[config.mk]
export PLATFORM = sky130hd
export DESIGN_NAME = alu_issue
export DESIGN_NICKNAME = d
export VERILOG_FILES = /design/src/rtl/alu_pkg.sv /design/src/rtl/alu_issue_decode.sv /design/src/rtl/alu_issue.sv
export SDC_FILE = /design/constraint.sdc
export NUM_CORES = 1
export LEC_CHECK = 0
export CORE_UTILIZATION = 37
export CTS_CLUSTER_SIZE = 12
export DETAILED_ROUTE_END_ITERATION = 6
export GPL_TIMING_DRIVEN = 0
export PLACE_DENSITY = 0.87
export SYNTH_ARGS = -nofsm -noshare
export SYNTH_HDL_FRONTEND = slang
export SYNTH_SLANG_ARGS = --single-unit
[constraint.sdc]
create_clock -name clk -period 1.88 [get_ports clk]
set_input_delay 0.188 -clock clk [delete_from_list [all_inputs] [get_ports clk]]
set_output_delay 0.188 -clock clk [all_outputs]
set_load 0.02 [all_outputs]
[src/rtl/alu_pkg.sv]
// Shared ALU operation codes and RV32 opcode constants, used by the issue stage and the ALU.
package alu_pkg;

    typedef logic [6:0] alu_op_t;

    localparam alu_op_t ALU_ADD    = 7'd0;
    localparam alu_op_t ALU_SUB    = 7'd1;
    localparam alu_op_t ALU_SLL    = 7'd2;
    localparam alu_op_t ALU_SLT    = 7'd3;
    localparam alu_op_t ALU_SLTU   = 7'd4;
    localparam alu_op_t ALU_XOR    = 7'd5;
    localparam alu_op_t ALU_SRL    = 7'd6;
    localparam alu_op_t ALU_SRA    = 7'd7;
    localparam alu_op_t ALU_OR     = 7'd8;
    localparam alu_op_t ALU_AND    = 7'd9;
    localparam alu_op_t ALU_PASS_B = 7'd10;

    localparam logic [6:0] OPC_OP     = 7'b0110011;
    localparam logic [6:0] OPC_OP_IMM = 7'b0010011;
    localparam logic [6:0] OPC_LUI    = 7'b0110111;
    localparam logic [6:0] OPC_AUIPC  = 7'b0010111;

    localparam logic [6:0] F7_BASE = 7'b0000000;
    localparam logic [6:0] F7_ALT  = 7'b0100000;

endpackage

[src/rtl/alu_issue_decode.sv]
// Combinational RV32 integer decode: instruction -> ALU operands, operation, rd and illegal flag.
module alu_issue_decode
    import alu_pkg::*;
#(
    parameter int XLEN = 32
) (
    input  logic [31:0]     instr,
    input  logic [XLEN-1:0] pc,
    input  logic [XLEN-1:0] rs1_val,
    input  logic [XLEN-1:0] rs2_val,
    output logic [XLEN-1:0] a,
    output logic [XLEN-1:0] b,
    output logic [6:0]      operation,
    output logic [4:0]      rd,
    output logic            illegal
);

    logic [6:0]             opcode;
    logic [2:0]             funct3;
    logic [6:0]             funct7;
    logic signed [XLEN-1:0] i_imm;
    logic signed [XLEN-1:0] u_imm;
    logic [XLEN-1:0]        shamt;

    assign opcode = instr[6:0];
    assign funct3 = instr[14:12];
    assign funct7 = instr[31:25];
    assign i_imm  = XLEN'($signed(instr[31:20]));
    assign u_imm  = XLEN'($signed({instr[31:12], 12'b0}));
    assign shamt  = XLEN'(instr[24:20]);

    always_comb begin
        a         = '0;
        b         = '0;
        operation = ALU_ADD;
        rd        = instr[11:7];
        illegal   = 1'b0;
        case (opcode)
            OPC_OP: begin
                if (funct7 == F7_BASE || funct7 == F7_ALT) begin
                    a = rs1_val;
                    b = rs2_val;
                    case (funct3)
                        3'b000:  operation = funct7[5] ? ALU_SUB : ALU_ADD;
                        3'b001:  operation = ALU_SLL;
                        3'b010:  operation = ALU_SLT;
                        3'b011:  operation = ALU_SLTU;
                        3'b100:  operation = ALU_XOR;
                        3'b101:  operation = funct7[5] ? ALU_SRA : ALU_SRL;
                        3'b110:  operation = ALU_OR;
                        default: operation = ALU_AND;
                    endcase
                end else begin
                    illegal = 1'b1;
                end
            end
            OPC_OP_IMM: begin
                a = rs1_val;
                b = i_imm;
                case (funct3)
                    3'b000:  operation = ALU_ADD;
                    3'b001: begin
                        operation = ALU_SLL;
                        b         = shamt;
                    end
                    3'b010:  operation = ALU_SLT;
                    3'b011:  operation = ALU_SLTU;
                    3'b100:  operation = ALU_XOR;
                    3'b101: begin
                        operation = funct7[5] ? ALU_SRA : ALU_SRL;
                        b         = shamt;
                    end
                    3'b110:  operation = ALU_OR;
                    default: operation = ALU_AND;
                endcase
            end
            OPC_LUI: begin
                operation = ALU_PASS_B;
                b         = u_imm;
            end
            OPC_AUIPC: begin
                a = pc;
                b = u_imm;
            end
            default: illegal = 1'b1;
        endcase
        // Illegal encodings issue as a harmless ADD 0+0 into x0.
        if (illegal) begin
            a         = '0;
            b         = '0;
            operation = ALU_ADD;
            rd        = '0;
        end
    end

endmodule

[src/rtl/alu_issue.sv]
// ALU issue stage: decode, one-entry operand register with valid/ready handshake and flush.
// Optional writeback bypass enabled by defining ALU_ISSUE_FWD_EN.
module alu_issue
    import alu_pkg::*;
#(
    parameter int XLEN = 32
) (
    input  logic            clk,
    input  logic            rst_n,
    input  logic            in_valid,
    output logic            in_ready,
    input  logic [31:0]     in_instr,
    input  logic [XLEN-1:0] in_pc,
    output logic [4:0]      rs1_addr,
    output logic [4:0]      rs2_addr,
    input  logic [XLEN-1:0] rs1_data,
    input  logic [XLEN-1:0] rs2_data,
    output logic            out_valid,
    input  logic            out_ready,
    output logic [XLEN-1:0] a,
    output logic [XLEN-1:0] b,
    output logic [6:0]      operation,
    output logic [4:0]      rd,
    output logic            illegal,
    input  logic            flush,
    input  logic            wb_valid,
    input  logic [4:0]      wb_rd,
    input  logic [XLEN-1:0] wb_data
);

    localparam logic EMPTY = 1'b0;
    localparam logic FULL  = 1'b1;

    logic            vld_p1;
    logic [XLEN-1:0] a_p1, b_p1;
    logic [6:0]      op_p1;
    logic [4:0]      rd_p1;
    logic            ill_p1;

    logic [XLEN-1:0] rs1_val_p0, rs2_val_p0;
    logic [XLEN-1:0] a_p0, b_p0;
    logic [6:0]      op_p0;
    logic [4:0]      rd_p0;
    logic            ill_p0;
    logic            accept_p0;

    assign rs1_addr = in_instr[19:15];
    assign rs2_addr = in_instr[24:20];

`ifdef ALU_ISSUE_FWD_EN
    assign rs1_val_p0 = (wb_valid && wb_rd == rs1_addr && wb_rd != 5'd0) ? wb_data : rs1_data;
    assign rs2_val_p0 = (wb_valid && wb_rd == rs2_addr && wb_rd != 5'd0) ? wb_data : rs2_data;
`else
    logic unused_wb;
    assign unused_wb  = ^{wb_valid, wb_rd, wb_data};
    assign rs1_val_p0 = rs1_data;
    assign rs2_val_p0 = rs2_data;
`endif

    alu_issue_decode #(.XLEN(XLEN)) u_decode (
        .instr     (in_instr),
        .pc        (in_pc),
        .rs1_val   (rs1_val_p0),
        .rs2_val   (rs2_val_p0),
        .a         (a_p0),
        .b         (b_p0),
        .operation (op_p0),
        .rd        (rd_p0),
        .illegal   (ill_p0)
    );

    assign in_ready  = (vld_p1 == EMPTY) || out_ready;
    assign accept_p0 = in_valid && in_ready;

    // p0 -> p1: operand register; flush wins over a same-cycle accept.
    always_ff @(posedge clk or negedge rst_n) begin
        if (!rst_n) begin
            vld_p1 <= EMPTY;
            a_p1   <= '0;
            b_p1   <= '0;
            op_p1  <= ALU_ADD;
            rd_p1  <= '0;
            ill_p1 <= 1'b0;
        end else begin
            if (flush)
                vld_p1 <= EMPTY;
            else if (accept_p0)
                vld_p1 <= FULL;
            else if (out_ready)
                vld_p1 <= EMPTY;
            if (accept_p0 && !flush) begin
                a_p1   <= a_p0;
                b_p1   <= b_p0;
                op_p1  <= op_p0;
                rd_p1  <= rd_p0;
                ill_p1 <= ill_p0;
            end
        end
    end

    assign out_valid = vld_p1;
    assign a         = a_p1;
    assign b         = b_p1;
    assign operation = op_p1;
    assign rd        = rd_p1;
    assign illegal   = ill_p1;

endmodule

---- Word-level counts from Yosys, hierarchy flattened ----
Cells that the tools add are included.
storage, ports and cells
  flip-flop bits (word level) ............. 78
  input bits .............................. 171
  output and inout port bits .............. 89
  logic and storage cells ................. 49
operators by class
  equal/unequal tests ..................... 11
  mux-type cells .......................... 20
  bitwise operators ....................... 1
  reductions and logical operators ........ 11
operators by type and width
  kind                  count
  $pmux W32 S3          2
  $mux W32              5
  $pmux W7 S7           2
  $eq A7 B6 Y1 const B  3
  $pmux W7 S3           1
  $eq A7 B5 Y1 const B  2
  $mux W7               2
  $eq A3 B3 Y1 const B  3
  $logic_not A7 Y1      1
  $eq A3 B2 Y1 const B  2
  $mux W1               6
  $mux W5               1
  $reduce_or A2 Y1      2
  $eq A3 B1 Y1 const B  1
  $logic_not A3 Y1      1
  $reduce_bool A3 Y1    1
  $reduce_or A3 Y1      1
  $logic_and A1 B1 Y1   2
  $logic_or A1 B1 Y1    2
  $pmux W1 S2           1
  $logic_not A1 Y1      1
  $not A1 Y1            1

---- Depth between registers and ports, before layout ----
Gate-level depths: netlist of run 1.
  depth in word-level cells ............... 5
  depth in mapped cells ................... 7
  depth with buffers taken out ............ 5

---- By module ----
From an unflattened synthesis of run 1, not the netlist that was laid out.
second synthesis, totals
  cells, all modules ...................... 299
  area total of the unflattened synthesis .. 4020.1 µm²
modules (own cells, without submodules)
  module            instances  cells each  area each (µm²)
  alu_issue         1          178         2992.9
  alu_issue_decode  1          121         1027.2

---- Worst setup path before layout of run 1 ----
OpenSTA, ideal clock, no wires.
  kind .................................... reg-to-reg
  start point ............................. register vld_p1, in the netlist out_valid
  end point ............................... register b_p1[0], in the netlist b[0]
  library setup time ...................... 0.078 ns
  arrival ................................. 1.614 ns
  slack ................................... 0.188 ns
  stages on the path, launching flop included .. 8
  path buffers ............................ 2
  path through ............................ dfrtp_1 nor2b_1 inv_1 nand2b_1 clkbuf_1 clkbuf_1 nand2_1 o21ai_1
on the way
  word-level cells in the longest chain between the ends .. 4
ends and longest elaborated chain
  item                    line             source
  from (decl)             alu_issue.sv:34  logic vld_p1;
  from (signal assigned)  alu_issue.sv:78  vld_p1 <= EMPTY;
  from (signal assigned)  alu_issue.sv:86  vld_p1 <= EMPTY;
  from (signal assigned)  alu_issue.sv:88  vld_p1 <= FULL;
  $not A1 Y1              alu_issue.sv:72  assign in_ready = (vld_p1 == EMPTY) || out_ready;
  $logic_or A1 B1 Y1      alu_issue.sv:72
  via in_ready            alu_issue.sv:11  output logic in_ready,
  $logic_and A1 B1 Y1     alu_issue.sv:73  assign accept_p0 = in_valid && in_ready;
  $logic_and A1 B1 Y1     alu_issue.sv:91  if (accept_p0 && !flush) begin
  to (signal assigned)    alu_issue.sv:93  b_p1 <= b_p0;
  to (decl)               alu_issue.sv:35  logic [XLEN-1:0] a_p1, b_p1;
The timed path passes the listed nets, and every way through them passes these cells.
A chain may end at the register's enable or synchronous reset.

---- Worst setup path in the final report of run 1 ----
  start point ............................. input port in_instr[5]
  end point ............................... register b_p1[20], in the netlist b[20]
on the way
  word-level cells in the longest chain between the ends .. 4
ends and longest elaborated chain
  item                                                                   line                    source
  from (decl)                                                            alu_issue.sv:12         input logic [31:0] in_instr,
  $eq A7 B6 Y1 / $eq A7 B5 Y1 (equally long branches)                    alu_issue_decode.sv:38  case (opcode)
  $reduce_or A3 Y1 (no line) / $reduce_or A2 Y1 (equally long branches)  -
  $pmux W1 S2 / $pmux W32 S3 (equally long branches)                     alu_issue_decode.sv:38
  $mux W32 *                                                             alu_issue_decode.sv:88  if (illegal) begin
Every way passes the cells marked *; elsewhere a longest branch is shown, timed or not.

==> metrics.md, run 1 <==
| Metric | Value |
|---|---|
| Htree depth | `3` |
| Outcome | `finished clean` |
| Yosys top cell by area | `dfrtp_1` |
| Total Nets Final | `860` |
| Worst setup slack after layout | `35.7 ps` |
| Seq/Total Area, Yosys | `46.5%` |
| Clk pin slew, worst setup/hold paths | `80 ps` |
| WL final | `15,200 µm` |
| Antenna cell count | `0` |
| Die Ht | `106 µm` |
| Fin crit share | `98.1%` |
| Largest cells by area after synthesis | `dfrtp_1 46%, o21ai_1 7.9%, a22oi_1 7.2%` |
| DP Area | `0.00640 mm²` |
| Busiest layer in global routing | `met2` |
| Yosys reg bits | `75` |
| Port bufs | `216` |
| Critical Path AT | `2070 ps` |
| Max-cap viol count | `0` |
| Syn Area/Cell | `9.02 µm²` |
| Commonest cells post-synth | `75 x dfrtp_1, 70 x nand2_1, 64 x o21ai_1` |
| Synthesis Warnings | `0` |
| Initial DRC Count | `257` |
| Post-route ant nets | `0` |
| Fill cell count | `869` |
| Main combinational cell family by area after synthesis | `compound AO/OA/AOI/OAI gates` |
| Vias | `4,505` |
| Synth Area in XOR/XNOR | `0.217%` |
| DPL Wire Length | `11,400 µm` |
| Max rail drop VDD | `0.382 mV` |
| Crit end category | `register` |
| CTS root buffer | `clkbuf_8` |
| HP Class | `primary input to asynchronous set/reset pin` |
| Synth Instances | `448` |
| TritonRoute pass-1 iters | `5` |
| Initial antenna violation count | `0` |
| CP required | `2100 ps` |
| Post-synthesis mux area share | `0.279%` |
| Critical setup path kind | `primary input to register` |
| Leakage | `2.79 nW` |
| Starting Density | `38.6%` |
| Vias in the first global route | `4,730` |
| Cell row count | `37` |
| Area delta synth->final | `71.6%` |
| Clk sinks | `75` |
| Clk buf depth | `2` |
| Share of post-route cells with drive strength above 1 | `14.1%` |
| Largest net degree at the start of global routing | `70` |
| RSZ-0062 raised after global routing | `false` |
| Adder-Cell Fraction of Synth Area | `0%` |
| Average vias per placed instance | `5.43` |
| CTS tree | `yes` |
| Synth unique cells | `47` |
| Final setup vio count | `0` |
| Simple-Gate Fraction of Synth Area | `18.0%` |
| Final TNS setup | `0 ps` |
| Compound-Gate Fraction of Synth Area | `25.2%` |
| Placed instance count | `803` |
| Global-route wire length before repair | `23,500 µm` |
| Final Hold Vio Count | `0` |
| Fin util | `66.3%` |
| Critical path peak fanout | `10` |
| Fin crit period | `1840 ps` |
| Ys flop type | `dfrtp_1` |
| Pwr dens | `538 mW/mm²` |
| Most frequent cell after synthesis | `dfrtp_1` |
| CP startpoint kind | `primary input` |
| WL/cell | `18.3 µm` |
| Overall power | `3.73 mW` |
| M1 GR Usage | `29.6%` |
| Floorplan Core Area | `0.0105 mm²` |
| Worst Max-Slew Pin Slew | `592 ps` |
| Grt met2 use | `48.7%` |
| Total track usage | `26.9%` |
| Grt ovf | `0` |
| CTS Buf Count | `9` |
| Finished Layout Cells | `829` |
| Setup Skew | `8.14 ps` |
| Met3 global-route usage | `6.87%` |
| Fin Hold WS | `201 ps` |
| Post-synth ARST share | `100%` |
| Post-synth EDFFs | `0` |
| Worst slew margin relative to its limit | `60.5%` |
| Die Width | `106 µm` |
| Clock insertion delay at the later pin of the skew report | `350 ps` |
| Final instance area | `0.00693 mm²` |
| GPL Wtd Cong | `0.854` |
| DRC violations left | `0` |
| Yosys top cell area share | `46.5%` |
| Die outline area | `0.0113 mm²` |
| Pre-CTS setup slack | `-731 ps` |
| Achievable clock frequency | `542 MHz` |
| I/O pin cnt | `260` |
| Fin. max-slew vios | `0` |
| Cell Area, Synth | `0.00404 mm²` |
==> worst paths after layout <==
check / from / end / slack, ps / cells after the start
worst max register to register: out_valid / b[21] / 220 / 5
worst max-delay path: in_instr[5] / b[20] / 40 / 7
max in group asynchronous: rst_n / b[12] / 1100 / 3
worst min-delay path: rst_n / rd[1] / 200 / 2
worst min register to register: b[19] / b[19] / 490 / 2
min in group clk: in_instr[25] / b[5] / 240 / 3
==> critical path: stages <==
cell and delay (ps):
clkdlybuf4s50_1 500, buf_2 310, nor2_1 110, and3b_2 310, clkbuf_2 230, a221oi_1 310
o21ai_1 100
==> state kept, by name (all words and copies together), names as in the netlist <==
name,count
a,32
b,32
illegal,1
operation,4
out_valid,1
rd,5
==> metal layers <==
| metal | part of all wire (%) | up-vias |
|---|---|---|
| met3 | 9.5 | 28 |
| met5 | 0 | - |
| li1 | - | 2087 |
| met1 | 37 | 2127 |
| met2 | 51 | 263 |
| met4 | 2.5 | 0 |
==> power breakdown <==
part | switching, mW | internal, mW
registers | 0.00494 | 1.62
clock network | 0.603 | 0.772
logic | 0.328 | 0.398
total | 0.936 | 2.79
==> layout make-up <==
| cell class | instances | area (µm²) | share of cell area [%] |
|---|---|---|---|
| Buffer | 52 | 369 | 5.32 |
| Clock buffer | 10 | 138 | 1.99 |
| Clock inverter | 5 | 77.6 | 1.12 |
| Inverter | 29 | 109 | 1.57 |
| Multi-Input combinational cell | 292 | 1880 | 27.1 |
| Sequential cell | 75 | 1880 | 27.1 |
| Tap cell | 136 | 170 | 2.45 |
| Timing Repair Buffer | 230 | 2310 | 33.4 |
==> kinds of logic after synthesis <==
logic type | after synthesis
mux | 1
other cells | 1
simple gates | 139
flops | 75
xor+xnor | 1
buf+inv | 83
compound gates | 148
==> cell usage in the layout, fill, tap and decap left out, types with 2 or more instances in the layout <==
| cell type | netlist | layout |
|---|---|---|
| a32oi_1 | 3 | 3 |
| a22oi_1 | 39 | 39 |
| o21ai_1 | 64 | 64 |
| nor4_4 | 0 | 2 |
| nor4_1 | 28 | 25 |
| inv_1 | 29 | 29 |
| nor2_1 | 7 | 6 |
| clkbuf_2 | 0 | 14 |
| clkinv_2 | 0 | 2 |
| o21ai_0 | 2 | 2 |
| nor4_2 | 2 | 3 |
| nand2_1 | 70 | 70 |
| nor2b_1 | 12 | 10 |
| buf_6 | 1 | 5 |
| buf_2 | 11 | 4 |
| clkbuf_1 | 22 | 6 |
| a31oi_1 | 5 | 5 |
| a22oi_2 | 2 | 2 |
| dfrtp_1 | 75 | 75 |
| buf_4 | 16 | 28 |
| bufinv_16 | 0 | 2 |
| a221oi_1 | 17 | 17 |
| conb_1 | 1 | 3 |
| buf_8 | 0 | 3 |
| nand4_1 | 2 | 2 |
| clkdlybuf4s50_1 | 0 | 211 |
| clkbuf_8 | 0 | 11 |
| nand2b_1 | 5 | 5 |
| dlygate4sd2_1 | 0 | 3 |
| a22o_1 | 6 | 6 |
| a21oi_1 | 2 | 2 |
| clkbuf_4 | 0 | 3 |
==> repair_timing <==
action	in CTS	in global routing
hold endpoints to repair	75	0
endpoints found under the setup margin	74	63
buffers inserted	10	0
gates resized for setup	44	26
hold buffers	1	0
pin swaps	10	3
gates cloned	2	0
(Power assumes the default switching activity.)
==> run 2: changes to the inputs <==
--- a/config.mk
+++ b/config.mk
@@ -6,7 +6,6 @@
 export NUM_CORES = 1
 export LEC_CHECK = 0
 export CORE_UTILIZATION = 37
-export CTS_CLUSTER_SIZE = 12
 export DETAILED_ROUTE_END_ITERATION = 6
 export GPL_TIMING_DRIVEN = 0
 export PLACE_DENSITY = 0.87
==> results of run 2 <==
Final layout, timing and power as in run 1 (identical DEF).
==> run 3: changes to the inputs <==
--- a/config.mk
+++ b/config.mk
@@ -6,9 +6,11 @@
 export NUM_CORES = 1
 export LEC_CHECK = 0
 export CORE_UTILIZATION = 37
+export CTS_CLUSTER_SIZE = 25
 export DETAILED_ROUTE_END_ITERATION = 6
 export GPL_TIMING_DRIVEN = 0
 export PLACE_DENSITY = 0.87
+export SKIP_CTS_REPAIR_TIMING = 1
 export SYNTH_ARGS = -nofsm -noshare
 export SYNTH_HDL_FRONTEND = slang
 export SYNTH_SLANG_ARGS = --single-unit
==> metrics.md, run 3 (synthesis gave the netlist of run 1 again) <==
| Metric | Value |
|---|---|
| Achievable clock frequency | `539 MHz (-0.52%)` |
| Port bufs | `216 (unchanged)` |
| Die Width | `106 µm (unchanged)` |
| CP startpoint kind | `primary input` |
| TritonRoute pass-1 iters | `5 (unchanged)` |
| Grt ovf | `0 (unchanged)` |
| Initial antenna violation count | `0 (unchanged)` |
| Total track usage | `26.1% (-0.82 points)` |
| Leakage | `2.77 nW (-0.60%)` |
| Clk buf depth | `2 (unchanged)` |
| Area delta synth->final | `70.2%` |
| Setup Skew | `8.62 ps (+0.481 ps)` |
| CTS Buf Count | `9 (unchanged)` |
| Clock insertion delay at the later pin of the skew report | `350 ps (about the same)` |
| Final Hold Vio Count | `0 (unchanged)` |
| Met1 WL | `5700 µm (+1.2%)` |
| Worst setup slack after layout | `26.1 ps (-9.66 ps)` |
| Pre-CTS setup slack | `-731 ps (unchanged)` |
| Fin crit period | `1850 ps (+9.66 ps)` |
| HP Class | `primary input to asynchronous set/reset pin` |
| Critical path peak fanout | `10 (unchanged)` |
| Worst slew margin relative to its limit | `58.2% (-2.3 points)` |
| Clk pin slew, worst setup/hold paths | `80 ps (about the same)` |
| WL/cell | `18.4 µm (+0.20%)` |
| Fill cell count | `874 (+0.58%)` |
| Commonest non-fill, non-tap cells in the layout | `211 x clkdlybuf4s50_1, 75 x dfrtp_1, 70 x nand2_1` |
| Max rail drop VDD | `0.377 mV (-1.3%)` |
| Global-route wire length before repair | `22,900 µm (-2.5%)` |
| Htree depth | `3 (unchanged)` |
| Max-cap viol count | `0 (unchanged)` |
| Critical setup path kind | `primary input to register` |
| Share of post-route cells with drive strength above 1 | `14.3% (+0.21 points)` |
| Pwr dens | `540 mW/mm² (+0.53%)` |
| Floorplan Core Area | `0.0105 mm² (unchanged)` |
| DPL Wire Length | `11,400 µm (unchanged)` |
| Crit end category | `register` |
| Critical Path AT | `2120 ps (+50 ps)` |
| I/O pin cnt | `260 (unchanged)` |
| Die outline area | `0.0113 mm² (unchanged)` |
| DRC violations left | `0 (unchanged)` |
| Final setup vio count | `0 (unchanged)` |
| DR top layer | `met4` |
| Average vias per placed instance | `5.43 (about the same)` |
| Fin Hold WS | `209 ps (+7.85 ps)` |
| Metal2 WL | `7770 µm (+0.30%)` |
| WL final | `15,200 µm (-0.16%)` |
| Starting Density | `38.6% (unchanged)` |
| Initial DRC Count | `275 (+7.0%)` |
| Die Ht | `106 µm (unchanged)` |
| Overall power | `3.72 mW (-0.29%)` |
| Most common cell after layout, fill and taps aside | `clkdlybuf4s50_1` |
| Vias in the first global route | `4,631 (-2.1%)` |
| Fin util | `65.7% (-0.54 points)` |
| Fin crit share | `98.6% (+0.51 points)` |
| FF-to-FF path depth | `5 (unchanged)` |
| GPL Wtd Cong | `0.854 (unchanged)` |
| CTS root buffer | `clkbuf_8` |
| Post-route ant nets | `0 (unchanged)` |
| Largest net degree at the start of global routing | `70 (unchanged)` |
| Fin. max-slew vios | `0 (unchanged)` |
| Worst Max-Slew Pin Slew | `627 ps (+35.0 ps)` |
| CP required | `2150 ps (+50 ps)` |
| Antenna cell count | `0 (unchanged)` |
| Cell row count | `37 (unchanged)` |
| Vias | `4,489 (-0.36%)` |
| Clk sinks | `75 (unchanged)` |
| CTS tree | `yes` |
| WL met3 | `1420 µm (-1.1%)` |
| Outcome | `finished clean` |
| Total Nets Final | `857 (-0.35%)` |
run 3: cell count changes in the layout (fill, tap and decap cells not counted), sizes merged:
cell | before | now
buf | 41 | 37
bufbuf | 1 | 0
clkbuf | 34 | 36
dlygate4sd2 | 3 | 0
dlymetal6s2s | 1 | 4
run 3: path summary, 6_finish.rpt:
| check | startpoint | to | slack [ps] |
|---|---|---|---|
| worst max-delay path | in_instr[4] | a[29] | 30 |
| worst min-delay path | rst_n | rd[1] | 210 |
| worst max register to register | out_valid | b[29] | 220 |
| worst min register to register | a[5] | a[5] | 490 |
| max in group asynchronous | rst_n | b[12] | 1090 |
| min in group clk | in_instr[27] | b[7] | 230 |
run 3: critical path: stages:
cell	delay, ps
clkdlybuf4s50_1	490
or3b_4	460
clkbuf_4	240
clkbuf_2	230
nor4_1	260
a22oi_1	110
o21ai_1	140
run 3: stage by stage:
stage / setup TNS (ps) / instances / instance area [µm²]
3_5_place_dp: -45530 / 803 / 6400
2_1_floorplan: 0 / 450 / 4050
4_1_cts: -18390 / 818 / 6620
5_1_grt: -49.5 / 826 / 6880
6_report: 0 / 826 / 6880
3_3_place_gp: -186280 / 802 / 6380
run 3: area by class of cell:
cell class,count,area (µm²),area share [%]
Clock buffer,10,138,2.00
Tap cell,136,170,2.47
Inverter,29,109,1.58
Sequential cell,75,1880,27.3
Timing Repair Buffer,227,2280,33.1
Buffer,52,342,4.97
Clock inverter,5,77.6,1.13
Multi-Input combinational cell,292,1890,27.4
run 3: routing by layer:
layer | up-vias | track usage (%)
met5 | - | 0
met4 | 0 | 10.6
met1 | 2131 | 28.7
li1 | 2082 | -
met2 | 258 | 47.9
met3 | 18 | 6.38
run 3: where the power goes:
group | leakage [nW] | internal, mW | switching, mW | total [mW]
combinational | 1.62 | 0.389 | 0.327 | 0.716
clock | 0.108 | 0.772 | 0.603 | 1.38
sequential | 1.04 | 1.62 | 0.00497 | 1.63
total | 2.77 | 2.78 | 0.935 | 3.72
